File: src/rtl/ddr_burst_prefetcher.sv
// ---------------------------------------------------------------------------
// ddr_burst_prefetcher
//
// Fill stage for the 64 x 64-bit frame-data queue. Issues fixed-length DDR
// read bursts from a burst-aligned base address and forwards each returned
// beat into the queue. A burst is requested only when the queue can absorb
// every beat still in flight plus the new burst. Handles frame start, abort
// and end-of-frame, and flushes the queue on start and on abort.
//
// Optional feature: define PREFETCH_STATS_EN to build the fifo-space stall
// counter behind stall_cycles. Without it stall_cycles is tied to zero.
//
// Ports:
//   clock, reset          clock (rising edge), asynchronous active-low reset
//   start, abort          one-cycle frame start / abort pulses
//   base_addr, num_bursts frame byte address and burst count, sampled on start
//   busy, done, error     status: not idle, frame completed, sticky overflow
//   ddr_rd, ddr_addr,     burst read request, address, constant burst length
//   ddr_burst_len
//   ddr_wait_req          DDR back-pressure on the request
//   ddr_valid, ddr_dout   returned read beats
//   fifo_enq_valid/bits   enqueue strobe and data toward the queue
//   fifo_enq_ready        queue not full
//   fifo_count            queue occupancy
//   fifo_flush            one-cycle queue flush
//   stall_cycles          cycles spent waiting for queue space
// ---------------------------------------------------------------------------
module ddr_burst_prefetcher #(
   parameter int ADDR_WIDTH = 32,
   parameter int BURST_LEN  = 16,
   parameter int FIFO_DEPTH = 64
) (
   input  logic                  clock,
   input  logic                  reset,
   input  logic                  start,
   input  logic                  abort,
   input  logic [ADDR_WIDTH-1:0] base_addr,
   input  logic [15:0]           num_bursts,
   output logic                  busy,
   output logic                  done,
   output logic                  error,
   output logic                  ddr_rd,
   output logic [ADDR_WIDTH-1:0] ddr_addr,
   output logic [7:0]            ddr_burst_len,
   input  logic                  ddr_wait_req,
   input  logic                  ddr_valid,
   input  logic [63:0]           ddr_dout,
   output logic                  fifo_enq_valid,
   output logic [63:0]           fifo_enq_bits,
   input  logic                  fifo_enq_ready,
   input  logic [6:0]            fifo_count,
   output logic                  fifo_flush,
   output logic [15:0]           stall_cycles
);

   typedef enum logic [2:0] {
      IDLE  = 3'd0,
      REQ   = 3'd1,
      DRAIN = 3'd2,
      ABORT = 3'd3,
      DONE  = 3'd4
   } state_t;

   localparam logic [ADDR_WIDTH-1:0] BURST_BYTES  = ADDR_WIDTH'(BURST_LEN * 8);
   localparam logic [ADDR_WIDTH-1:0] ALIGN_MASK   = ~(BURST_BYTES - ADDR_WIDTH'(32'd1));
   localparam logic [7:0]            BURST_LEN_8  = 8'(BURST_LEN);
   localparam logic [6:0]            BURST_LEN_7  = 7'(BURST_LEN);
   localparam logic [7:0]            FIFO_DEPTH_8 = 8'(FIFO_DEPTH);

   state_t                  state_r, state_s;
   logic                    ddr_rd_r, ddr_rd_s;
   logic [ADDR_WIDTH-1:0]   ddr_addr_r, ddr_addr_s;
   logic [15:0]             remaining_r, remaining_s;
   logic [6:0]              outstanding_r, outstanding_s;
   logic                    flush_r, flush_s;
   logic                    error_r, error_s;
   logic                    busy_r, busy_s;
   logic                    done_r, done_s;

   logic                    accept_s;
   logic                    beat_s;
   logic                    space_ok_s;
   logic                    start_ok_s;
   logic                    abort_ok_s;
   logic                    forward_s;

   assign accept_s   = ddr_rd_r & ~ddr_wait_req;
   // Beats only retire in-flight credit; a stray beat with nothing in flight
   // must not wrap the counter.
   assign beat_s     = ddr_valid & (outstanding_r != 7'd0);
   // 8-bit sum: 64 + 64 + 64 still fits, so no carry is lost.
   assign space_ok_s = (({1'b0, fifo_count} + {1'b0, outstanding_r} + BURST_LEN_8) <= FIFO_DEPTH_8);
   // busy_r also covers the done cycle, so a start there is treated as busy.
   assign start_ok_s = start & (state_r == IDLE) & ~busy_r;
   assign abort_ok_s = abort & ((state_r == REQ) | (state_r == DRAIN));
   // Nothing is enqueued while the queue is being flushed.
   assign forward_s  = ((state_r == REQ) | (state_r == DRAIN)) & ~flush_r;

   assign fifo_enq_valid = ddr_valid & forward_s;
   assign fifo_enq_bits  = ddr_dout;
   assign ddr_burst_len  = BURST_LEN_8;
   assign ddr_rd         = ddr_rd_r;
   assign ddr_addr       = ddr_addr_r;
   assign fifo_flush     = flush_r;
   assign error          = error_r;
   assign busy           = busy_r;
   assign done           = done_r;

   // State register
   always_ff @(posedge clock or negedge reset) begin
      if (!reset) begin
         state_r <= IDLE;
      end else begin
         state_r <= state_s;
      end
   end

   // Next-state logic
   always_comb begin
      state_s = state_r;
      case (state_r)
         IDLE: begin
            if (start_ok_s) begin
               state_s = (num_bursts == 16'd0) ? DONE : REQ;
            end else begin
               state_s = IDLE;
            end
         end
         REQ: begin
            if (abort) begin
               state_s = ABORT;
            end else if (accept_s && (remaining_r == 16'd1)) begin
               state_s = DRAIN;
            end else begin
               state_s = REQ;
            end
         end
         DRAIN: begin
            if (abort) begin
               state_s = ABORT;
            end else if ((outstanding_r == 7'd0) && !ddr_valid) begin
               state_s = DONE;
            end else begin
               state_s = DRAIN;
            end
         end
         ABORT: begin
            if ((outstanding_r == 7'd0) && !ddr_rd_r && !ddr_valid) begin
               state_s = IDLE;
            end else begin
               state_s = ABORT;
            end
         end
         DONE: begin
            state_s = IDLE;
         end
         default: begin
            state_s = IDLE;
         end
      endcase
   end

   // Datapath next values: request, address, burst/beat bookkeeping, status
   always_comb begin
      ddr_rd_s      = 1'b0;
      ddr_addr_s    = ddr_addr_r;
      remaining_s   = remaining_r;
      outstanding_s = outstanding_r + (accept_s ? BURST_LEN_7 : 7'd0) - (beat_s ? 7'd1 : 7'd0);
      flush_s       = start_ok_s | abort_ok_s;
      error_s       = error_r;
      busy_s        = (state_s != IDLE) | (state_r == DONE);
      done_s        = (state_r == DONE);

      // A raised request is held until accepted, even across an abort.
      case (state_r)
         REQ: begin
            if (accept_s) begin
               ddr_rd_s = 1'b0;
            end else if (ddr_rd_r) begin
               ddr_rd_s = 1'b1;
            end else if (abort) begin
               ddr_rd_s = 1'b0;
            end else begin
               ddr_rd_s = (remaining_r != 16'd0) & space_ok_s;
            end
         end
         DRAIN, ABORT: begin
            ddr_rd_s = ddr_rd_r & ~accept_s;
         end
         default: begin
            ddr_rd_s = 1'b0;
         end
      endcase

      if (start_ok_s) begin
         ddr_addr_s  = base_addr & ALIGN_MASK;
         remaining_s = num_bursts;
      end else if (accept_s) begin
         ddr_addr_s  = ddr_addr_r + BURST_BYTES;
         remaining_s = (remaining_r != 16'd0) ? (remaining_r - 16'd1) : 16'd0;
      end else begin
         ddr_addr_s  = ddr_addr_r;
         remaining_s = remaining_r;
      end

      if (start_ok_s) begin
         error_s = 1'b0;
      end else if (ddr_valid && fifo_enq_valid && !fifo_enq_ready) begin
         error_s = 1'b1;
      end else begin
         error_s = error_r;
      end
   end

   // Datapath and status registers
   always_ff @(posedge clock or negedge reset) begin
      if (!reset) begin
         ddr_rd_r      <= 1'b0;
         ddr_addr_r    <= '0;
         remaining_r   <= 16'd0;
         outstanding_r <= 7'd0;
         flush_r       <= 1'b0;
         error_r       <= 1'b0;
         busy_r        <= 1'b0;
         done_r        <= 1'b0;
      end else begin
         ddr_rd_r      <= ddr_rd_s;
         ddr_addr_r    <= ddr_addr_s;
         remaining_r   <= remaining_s;
         outstanding_r <= outstanding_s;
         flush_r       <= flush_s;
         error_r       <= error_s;
         busy_r        <= busy_s;
         done_r        <= done_s;
      end
   end

`ifdef PREFETCH_STATS_EN
   logic [15:0] stall_r;
   logic        stall_cond_s;

   assign stall_cond_s = (state_r == REQ) && (remaining_r != 16'd0) && !ddr_rd_r && !space_ok_s;

   // Saturating count of cycles spent waiting for queue space
   always_ff @(posedge clock or negedge reset) begin
      if (!reset) begin
         stall_r <= 16'd0;
      end else if (start_ok_s) begin
         stall_r <= 16'd0;
      end else if (stall_cond_s && (stall_r != 16'hFFFF)) begin
         stall_r <= stall_r + 16'd1;
      end else begin
         stall_r <= stall_r;
      end
   end

   assign stall_cycles = stall_r;
`else
   assign stall_cycles = 16'd0;
`endif

endmodule

File: config.mk
export PLATFORM = sky130hd
export DESIGN_NAME = ddr_burst_prefetcher
export DESIGN_NICKNAME = d
export VERILOG_FILES = /design/src/rtl/ddr_burst_prefetcher.sv
export SDC_FILE = /design/constraint.sdc
export NUM_CORES = 1
export LEC_CHECK = 0
export ABC_AREA = 0
export CAP_MARGIN = 20
export CORE_AREA = 5 5 108 110
export CTS_BUF_LIST = sky130_fd_sc_hd__clkbuf_4
export CTS_CLUSTER_SIZE = 25
export DETAILED_ROUTE_END_ITERATION = 8
export DIE_AREA = 0 0 113 115
export PLACE_DENSITY = 0.87
export SKIP_LAST_GASP = 1
export SYNTH_ARGS = -nofsm -noshare
export SYNTH_HDL_FRONTEND = slang
export SYNTH_SLANG_ARGS = --single-unit
File: constraint.sdc
create_clock -name clock -period 3.7 [get_ports clock]
set_input_delay 0.74 -clock clock [delete_from_list [all_inputs] [get_ports clock]]
set_output_delay 0.74 -clock clock [all_outputs]
set_load 0.01 [all_outputs]
# == Yosys cells after proc, flatten, opt, wreduce, memory -nomap -nowiden ==
# Cells that the tools add are included.
# op_classes
n_addsub,6
n_lt_le_gt_ge,1
eq_ne,5
n_mux,21
bitwise,16
reduce_logical,18
# op_table
op,n
$mux W32,2
$mux W16,3
$add A32 B8 Y32 const B,1
$eq A16 B1 Y1 const B,1
$logic_not A16 Y1,1
$reduce_bool A16 Y1,1
$sub A16 B1 Y16 const B,1
$mux W3,4
$pmux W3 S4,1
$and A1 B1 Y1,9
$add A7 B7 Y8,1
$add A8 B5 Y8 const B,1
$le A8 B7 Y1 const B,1
$add A7 B5 Y7,1
$logic_not A7 Y1,1
$reduce_bool A7 Y1,1
$sub A7 B1 Y7,1
$eq A3 B2 Y1 const B,2
$logic_and A1 B1 Y1,6
$mux W1,6
$mux W2,3
$mux W5,1
$not A1 Y1,4
$reduce_bool A2 Y1,2
other kinds (8),12
# totals
ff_bits,63
in_bits,126
word_cells,76

# == Logic depth before layout (Yosys ltp) ==
# Gate-level depths: netlist of run 1.
# logic_depth
ltp_word,8
ltp_mapped,12

# == Worst setup path after synthesis of run 1 ==
# No wires, ideal clock.
# synth_path
kind,input -> register
startpoint,input fifo_count[1]
endpoint,register ddr_rd_r (netlist: ddr_rd)
setup_time_ns,0.101
t_arrival_ns,2.305
required_ns,3.599
slack_ns,1.294
stages,9
path_cell_list,ha_1 > ha_1 > inv_1 > fa_1 > nand2b_1 > a21oi_1 > o22ai_1 > mux2_2 > o32ai_1
# synth_between
elab_chain_cells,8
# synth_rtl
item,line,text
from (decl),51,"input logic [6:0] fifo_count,"
$add A7 B7 Y8,92,"assign space_ok_s = (({1'b0, fifo_count} + {1'b0, outstanding_r} + BURST_LEN_8) <= FIFO_DEPTH_8);"
$add A8 B5 Y8,92,
$le A8 B7 Y1,92,
$and A1 B1 Y1,184,ddr_rd_s = (remaining_r != 16'd0) & space_ok_s;
$mux W1,181,end else if (abort) begin
$mux W1,179,end else if (ddr_rd_r) begin
$mux W1,177,if (accept_s) begin
$pmux W1 S2,175,case (state_r)
via ddr_rd_s,71,"logic ddr_rd_r, ddr_rd_s;"
to (signal assigned),227,ddr_rd_r <= ddr_rd_s;
to (decl),71,
# The timed path passes the listed nets, and every way through them passes these cells.
# A chain may end at the register's enable or synchronous reset.

# == Worst setup path after layout of run 1 ==
# layout_path
startpoint,input ddr_valid
endpoint,output fifo_enq_valid
# layout_between
elab_chain_cells,1
# layout_rtl
item,line,text
from (decl),46,"input logic ddr_valid,"
$and A1 B1 Y1,99,assign fifo_enq_valid = ddr_valid & forward_s;
to (decl),48,"output logic fifo_enq_valid,"
# No other way between the ends.

==> out/qor.yml, run 1 <==
clock_tree:
  cts_hold_buf: 0
  clock-sinks: 56
  cts_resized: 0
  clk_pin_slew_worst_paths_ns: 0.17
  clk_latency_ns: 0.39
  cts_root_buf: "clkbuf_4"
  htreeDepth: 2
  cts_buffer_depth: 2
  cts_buffers: 5
  postCtsSetupBuffers: 0
  cts_tree: "yes"
worst_setup_path:
  endpoint_kind: "output pin"
  worst-path-max-fanout: 5
  path_class: "in -> out"
  critPathRequiredTime_ns: 2.96
  worstSetupStartpointType: "primary input"
  worstPathArrival_ns: 2.31
synth:
  yosys_warnings: 0
  synthXorXnorAreaFrac_pct: 7.14
  synthAdderAreaFrac_pct: 7.71
  syn_area_per_cell_um2: 8.62
  ys_seq_elements: 56
  synth_top_flop_cell: "dfrtp_1"
  synth_edf_count: 0
  synth_top_family_by_area: "simple AND/OR/NAND/NOR gates"
  synth_mux_area_share_pct: 1.22
  synth_cell_types: 61
  synth_top_area_share_pct: 31.7
  ys_seq_area_share_pct: 31.7
  synthCells: 512
  synth-simple-area-share_pct: 20.5
  yosys.area.top_type: "dfrtp_1"
  syn_area_um2: 4410
  ys_async_sr_fraction_pct: 100
  synth-compound-area-share_pct: 11.5
  synthTopCellsByArea: "dfrtp_1 32%, buf_4 16%, ha_1 6.8%"
grt:
  first_global_vias: 3619
  antenna_found_initial: 0
  track_usage_pct: 15.6
  gr-total-overflow: 0
  grt_pass1_wl_um: 16900
  grt_max_degree: 51
placed_design:
  place_area_um2: 4790
  place_congestion: 0.820
  dpl_worst_slack_ns: 0.635
  place_hpwl_um: 8030
  port_buffers: 85
finish:
  nets: 679
  antennaDiodeCount: 0
  layout-area-overhead-vs-synth_pct: 10.3
  stdcell_area_um2: 4870
  n_fill_cell: 1020
  layout-drive-gt1-share_pct: 5.68
sta:
  finalWorstSetupSlack_ns: 0.653
  slew_headroom_pct: 45.1
  hold_viol: 0
  min_period_ns: 3.05
  skew_ns: 0.0161
  finalSetupViolCount: 0
  tightest_slew_ns: 0.816
  maxSlewViolCount: 0
  holdWs_ns: 0.407
  post-route-period-util_pct: 82.3
  setup_tns_ns: 0
  max_freq_mhz: 328
  rsz0062_at_grt: "false"
drt:
  vias: 3548
  dr.pass1.iters: 4
  drc: 0
  drt-initial-drc-count: 144
  wire_per_inst_um: 15.5
  postRouteAntennaNets: 0
  drt_wl_total_um: 10400
  vias_per_cell: 5.31
power:
  p_int_mw: 1.22
  comb_power_share_pct: 42.8
  switching_share_pct: 36.1
  clkPwrFrac_pct: 18.3
  power.switching_mw: 0.687
  total_power_mw: 1.91
  pwr-share-seq_pct: 38.9
  leakagePower_nw: 2.06
  peakVddDrop_mv: 0.235
  power.density_nw_per_um2: 391
floorplan:
  fp.dieH_um: 115
  num_io_pins: 252
  die_area_um2: 13000
  placementRows: 38
  start_util_pct: 41.6
  placeableCoreArea_um2: 10600
  die_w_um: 113
worst_hold_path:
  hold_path_class: "in -> async"
outcome:
  status: "completed"
flow_run:
  cap_viol_max_count: 0
==> power groups by stage <==
stage,combinational [mW],sequential [mW],clock [mW]
floorplan,0.692,0.729,0
global placement,0.755,0.748,0
detailed placement,0.806,0.752,0
CTS,0.815,0.741,0.360
global route,0.923,0.748,0.381
finish,0.816,0.741,0.348
==> synthesized netlist by cell type, drive strengths merged, types with 3 or more instances <==
library cell and instances:
nor4 9, nor4b 5, buf 108, nor2 32, xor2 22, or4 3, nand2 59, o211ai 4
nand4 13, mux2 3, a21oi 10, clkbuf 3, nand3 14, nor3 11, xnor2 14, dfrtp 56
inv 24, ha 24, o21ai 40, and3 5, o31ai 3, a31oi 8
==> layer usage <==
layer	part of all wire (%)	GRT usage, %	up-vias
li1	-	-	1673
met1	41	18.4	1721
met2	50	27.4	127
met3	7.0	4.26	27
met4	1.7	5.21	0
met5	0	0	-
==> registers in the layout (all words and copies together), names as in the netlist <==
name	flops
ddr_addr	25
remaining_r	16
outstanding_r	7
state_r	3
busy	1
ddr_rd	1
done	1
error	1
fifo_flush	1
==> per-stage QoR <==
step | utilization (%) | cells
2_1_floorplan | - | 541
3_3_place_gp | 45.2 | 660
3_5_place_dp | 45.2 | 660
4_1_cts | 45.9 | 668
5_1_grt | 45.9 | 668
6_report | 45.9 | 668
==> layout make-up <==
type	instances	area, um^2	share of cell area (%)
Multi-Input combinational cell	349	2240	45.9
Sequential cell	56	1400	28.8
Timing Repair Buffer	90	883	18.1
Tap cell	140	175	3.60
Inverter	25	93.8	1.93
Clock inverter	3	42.5	0.873
Clock buffer	5	37.5	0.771
==> worst max-delay path, stage by stage <==
cell and delay [ns]:
clkdlybuf4s50_1 0.45, inv_1 0.08, nor4_1 0.40, clkdlybuf4s50_1 0.63
==> logic make-up (layout without fill, tap and decap cells) <==
kind of cell,after synthesis,in the layout
AO/OA/AOI/OAI,84,84
XOR/XNOR,36,36
adder cells (fa/ha/maj),26,26
buffers and inverters,136,123
flip-flops,56,56
multiplexers,5,5
other,2,31
AND/OR/NAND/NOR,167,167
==> cells in the final DEF, fill, tap and decap left out, types with 5 or more instances in the layout <==
cell type / n
nor2_1: 32
inv_1: 24
xor2_1: 22
xnor2_1: 14
nand2_1: 59
nand4_1: 13
a31oi_1: 8
ha_1: 24
a21oi_1: 10
buf_4: 5
o21ai_0: 38
nor4_1: 7
clkbuf_4: 5
nand3_1: 13
conb_1: 31
dfrtp_1: 56
nor3_1: 9
clkdlybuf4s50_1: 84
==> path summary, 6_finish.rpt <==
| check | start | to | slack (ns) | cells after the start |
|---|---|---|---|---|
| worst max-delay path | ddr_valid | fifo_enq_valid | 0.65 | 4 |
| worst min-delay path | reset | remaining_r[15] | 0.41 | 1 |
| worst max register to register | outstanding_r[2] | outstanding_r[5] | 1.13 | 11 |
| worst min register to register | error | error | 0.56 | 2 |
| max in group asynchronous | reset | ddr_addr[20] | 2.46 | 2 |
| min in group clock | error | error | 0.56 | 2 |
No activity file was read; power rests on OpenSTA's default activity.
==> run 2, diff against run 1 <==
--- a/config.mk
+++ b/config.mk
@@ -7,12 +7,12 @@
 export LEC_CHECK = 0
 export ABC_AREA = 0
 export CAP_MARGIN = 20
-export CORE_AREA = 5 5 108 110
+export CORE_AREA = 5 5 117 119
 export CTS_BUF_LIST = sky130_fd_sc_hd__clkbuf_4
 export CTS_CLUSTER_SIZE = 25
 export DETAILED_ROUTE_END_ITERATION = 8
-export DIE_AREA = 0 0 113 115
-export PLACE_DENSITY = 0.87
+export DIE_AREA = 0 0 122 124
+export PLACE_DENSITY = 0.79
 export SKIP_LAST_GASP = 1
 export SYNTH_ARGS = -nofsm -noshare
 export SYNTH_HDL_FRONTEND = slang
==> constraint.sdc (replaced) <==
create_clock -name clock -period 2.6 [get_ports clock]
set_input_delay 0.52 -clock clock [delete_from_list [all_inputs] [get_ports clock]]
set_output_delay 0.52 -clock clock [all_outputs]
set_load 0.01 [all_outputs]
==> run 2 against run 1 <==
Clock-buffer cell count up 1. Global-route usage down 2.2 points. Critical path depth unchanged. Highest routed layer unchanged. Largest cell class unchanged. Register-to-register slack worse by 0.97 ns. Final cell count up 7.3%. Worst hold slack better by 0.079 ns. Routed wire length up 0.42%. Sequential share of layout area down 1.0 points. Clock skew up 0.0020 ns. Clock power up 22%. Core utilization down 5.4 points.
==> out/qor.yml, run 2 (synthesis gave the netlist of run 1 again) <==
clock_tree:
  cts_buffers: 5  # unchanged
  clk_pin_slew_worst_paths_ns: 0.18  # about the same
  cts_buffer_depth: 2  # unchanged
  cts_root_buf: "clkbuf_4"
  postCtsSetupBuffers: 0  # unchanged
  cts_tree: "yes"
  clk_latency_ns: 0.40  # about the same
  clock-sinks: 56  # unchanged
  htreeDepth: 2  # unchanged
flow_run:
  cap_viol_max_count: 0  # unchanged
power:
  leakagePower_nw: 2.14  # +3.9%
  total_power_mw: 2.71  # +42%
  peakVddDrop_mv: 0.279  # +19%
  power.density_nw_per_um2: 537  # +37%
floorplan:
  num_io_pins: 252  # unchanged
  die_area_um2: 15100  # +16%
  placementRows: 41  # +7.9%
  start_util_pct: 35.4  # -6.2 points
  placeableCoreArea_um2: 12500  # +18%
  fp.dieH_um: 124  # +7.8%
  die_w_um: 122  # +8.0%
sta:
  hold_viol: 0  # unchanged
  skew_ns: 0.0181  # +0.00202 ns
  slew_headroom_pct: 64.5  # +19 points
  tightest_slew_ns: 0.531  # -0.286 ns
  finalSetupViolCount: 0  # unchanged
  finalWorstSetupSlack_ns: 0.107  # -0.546 ns
  max_freq_mhz: 401
  rsz0062_at_grt: "false"
  min_period_ns: 2.49
  holdWs_ns: 0.486  # +0.0786 ns
  post-route-period-util_pct: 95.9
  maxSlewViolCount: 0  # unchanged
grt:
  grt_max_degree: 52  # +2.0%
  track_usage_pct: 13.4  # -2.2 points
  antenna_found_initial: 0  # unchanged
  first_global_vias: 3366  # -7.0%
  gr-total-overflow: 0  # unchanged
  grt_pass1_wl_um: 16300  # -3.4%
worst_setup_path:
  cp_slowest_cell: "clkdlybuf4s50_1"
  worst-path-max-fanout: 3  # -2
  path_common_cell: "clkdlybuf4s50_1"
  path_class: "in -> out"
  reg2reg_depth: 11  # unchanged
  critPathRequiredTime_ns: 2.08  # -0.88 ns
  worstSetupStartpointType: "primary input"
  crit_family: "buffers and inverters"
  crit_cells: 4  # unchanged
  endpoint_kind: "output pin"
  path_cells: "clkdlybuf4s50_1 -> inv_1 -> nor4_2 -> clkdlybuf4s50_1"
  worstPathArrival_ns: 1.97  # -0.34 ns
  path_buf_inv: 3  # unchanged
  max_stage_delay_ns: 0.60  # -0.03 ns
placed_design:
  place_hpwl_um: 8020  # -0.11%
  place_congestion: 0.868  # +5.9%
  dpl_worst_slack_ns: -0.182  # -0.818 ns
  port_buffers: 85  # unchanged
drt:
  vias: 3496  # -1.5%
  drc: 0  # unchanged
  drt-initial-drc-count: 161  # +12%
  postRouteAntennaNets: 0  # unchanged
  wire_per_inst_um: 14.5  # -6.4%
  dr.pass1.iters: 4  # unchanged
  drt_wl_total_um: 10400  # +0.42%
  vias_per_cell: 4.88  # -8.2%
finish:
  nets: 696  # +2.5%
  layout-area-overhead-vs-synth_pct: 14.4
  layout-drive-gt1-share_pct: 8.81  # +3.1 points
  largest_reg_flops: 25  # unchanged
  mostFrequentLayoutCells: "84 x clkdlybuf4s50_1, 59 x nand2_1, 55 x dfrtp_1, 38 x o21ai_0, 32 x nor2_1"
  antennaDiodeCount: 0  # unchanged
  final_common_cell: "clkdlybuf4s50_1"
worst_hold_path:
  hold_path_class: "in -> async"
outcome:
  status: "completed"
-- run 2: worst paths after layout --
kind | start | endpoint | slack (ns)
min in group clock | error | error | 0.54
max in group asynchronous | reset | ddr_addr[31] | 1.49
min reg2reg | error | error | 0.54
min | reset | remaining_r[8] | 0.49
max reg2reg | outstanding_r[2] | outstanding_r[5] | 0.16
max | ddr_valid | fifo_enq_valid | 0.11
-- run 2: routing by layer --
metal / part of all wire [%] / track usage, % / wire, um / vias up
li1: - / - / - / 1708
met1: 44 / 17.4 / 4540 / 1678
met2: 49 / 22.6 / 5090 / 91
met3: 6.4 / 3.18 / 670 / 19
met4: 1.2 / 3.22 / 120 / 0
met5: 0 / 0 / 0 / -
-- run 2: area by class of cell --
type	instances	area, um^2
clock buffer	6	45.0
tap	172	215
inverter	25	93.8
sequential	56	1400
clock inverter	2	16.3
timing repair buffer	107	1030
multi-input combinational	349	2250
fill	1240	7410
-- run 2: power breakdown --
part | switching [mW] | internal [mW] | total, mW
combinational | 0.592 | 0.628 | 1.22
clock | 0.308 | 0.119 | 0.426
sequential | 0.104 | 0.960 | 1.06
-- run 2: timing repair --
action / in CTS / in global routing
hold buffers: 1 / 0
gates resized for setup: 0 / 3
endpoints found under the setup margin: 0 / 3
endpoints found under the hold margin: 10 / 0
-- run 2: through the flow --
step / instance area, um^2 / std cells / util (%) / setup TNS, ns
after global routing: 5050 / 717 / 40.5 / 0
after CTS: 5030 / 717 / 40.4 / 0
after detailed placement: 4960 / 708 / 39.8 / -0.185
after floorplan: 4520 / 541 / - / 0
after global placement: 4960 / 708 / 39.8 / -0.117
final: 5050 / 717 / 40.5 / 0
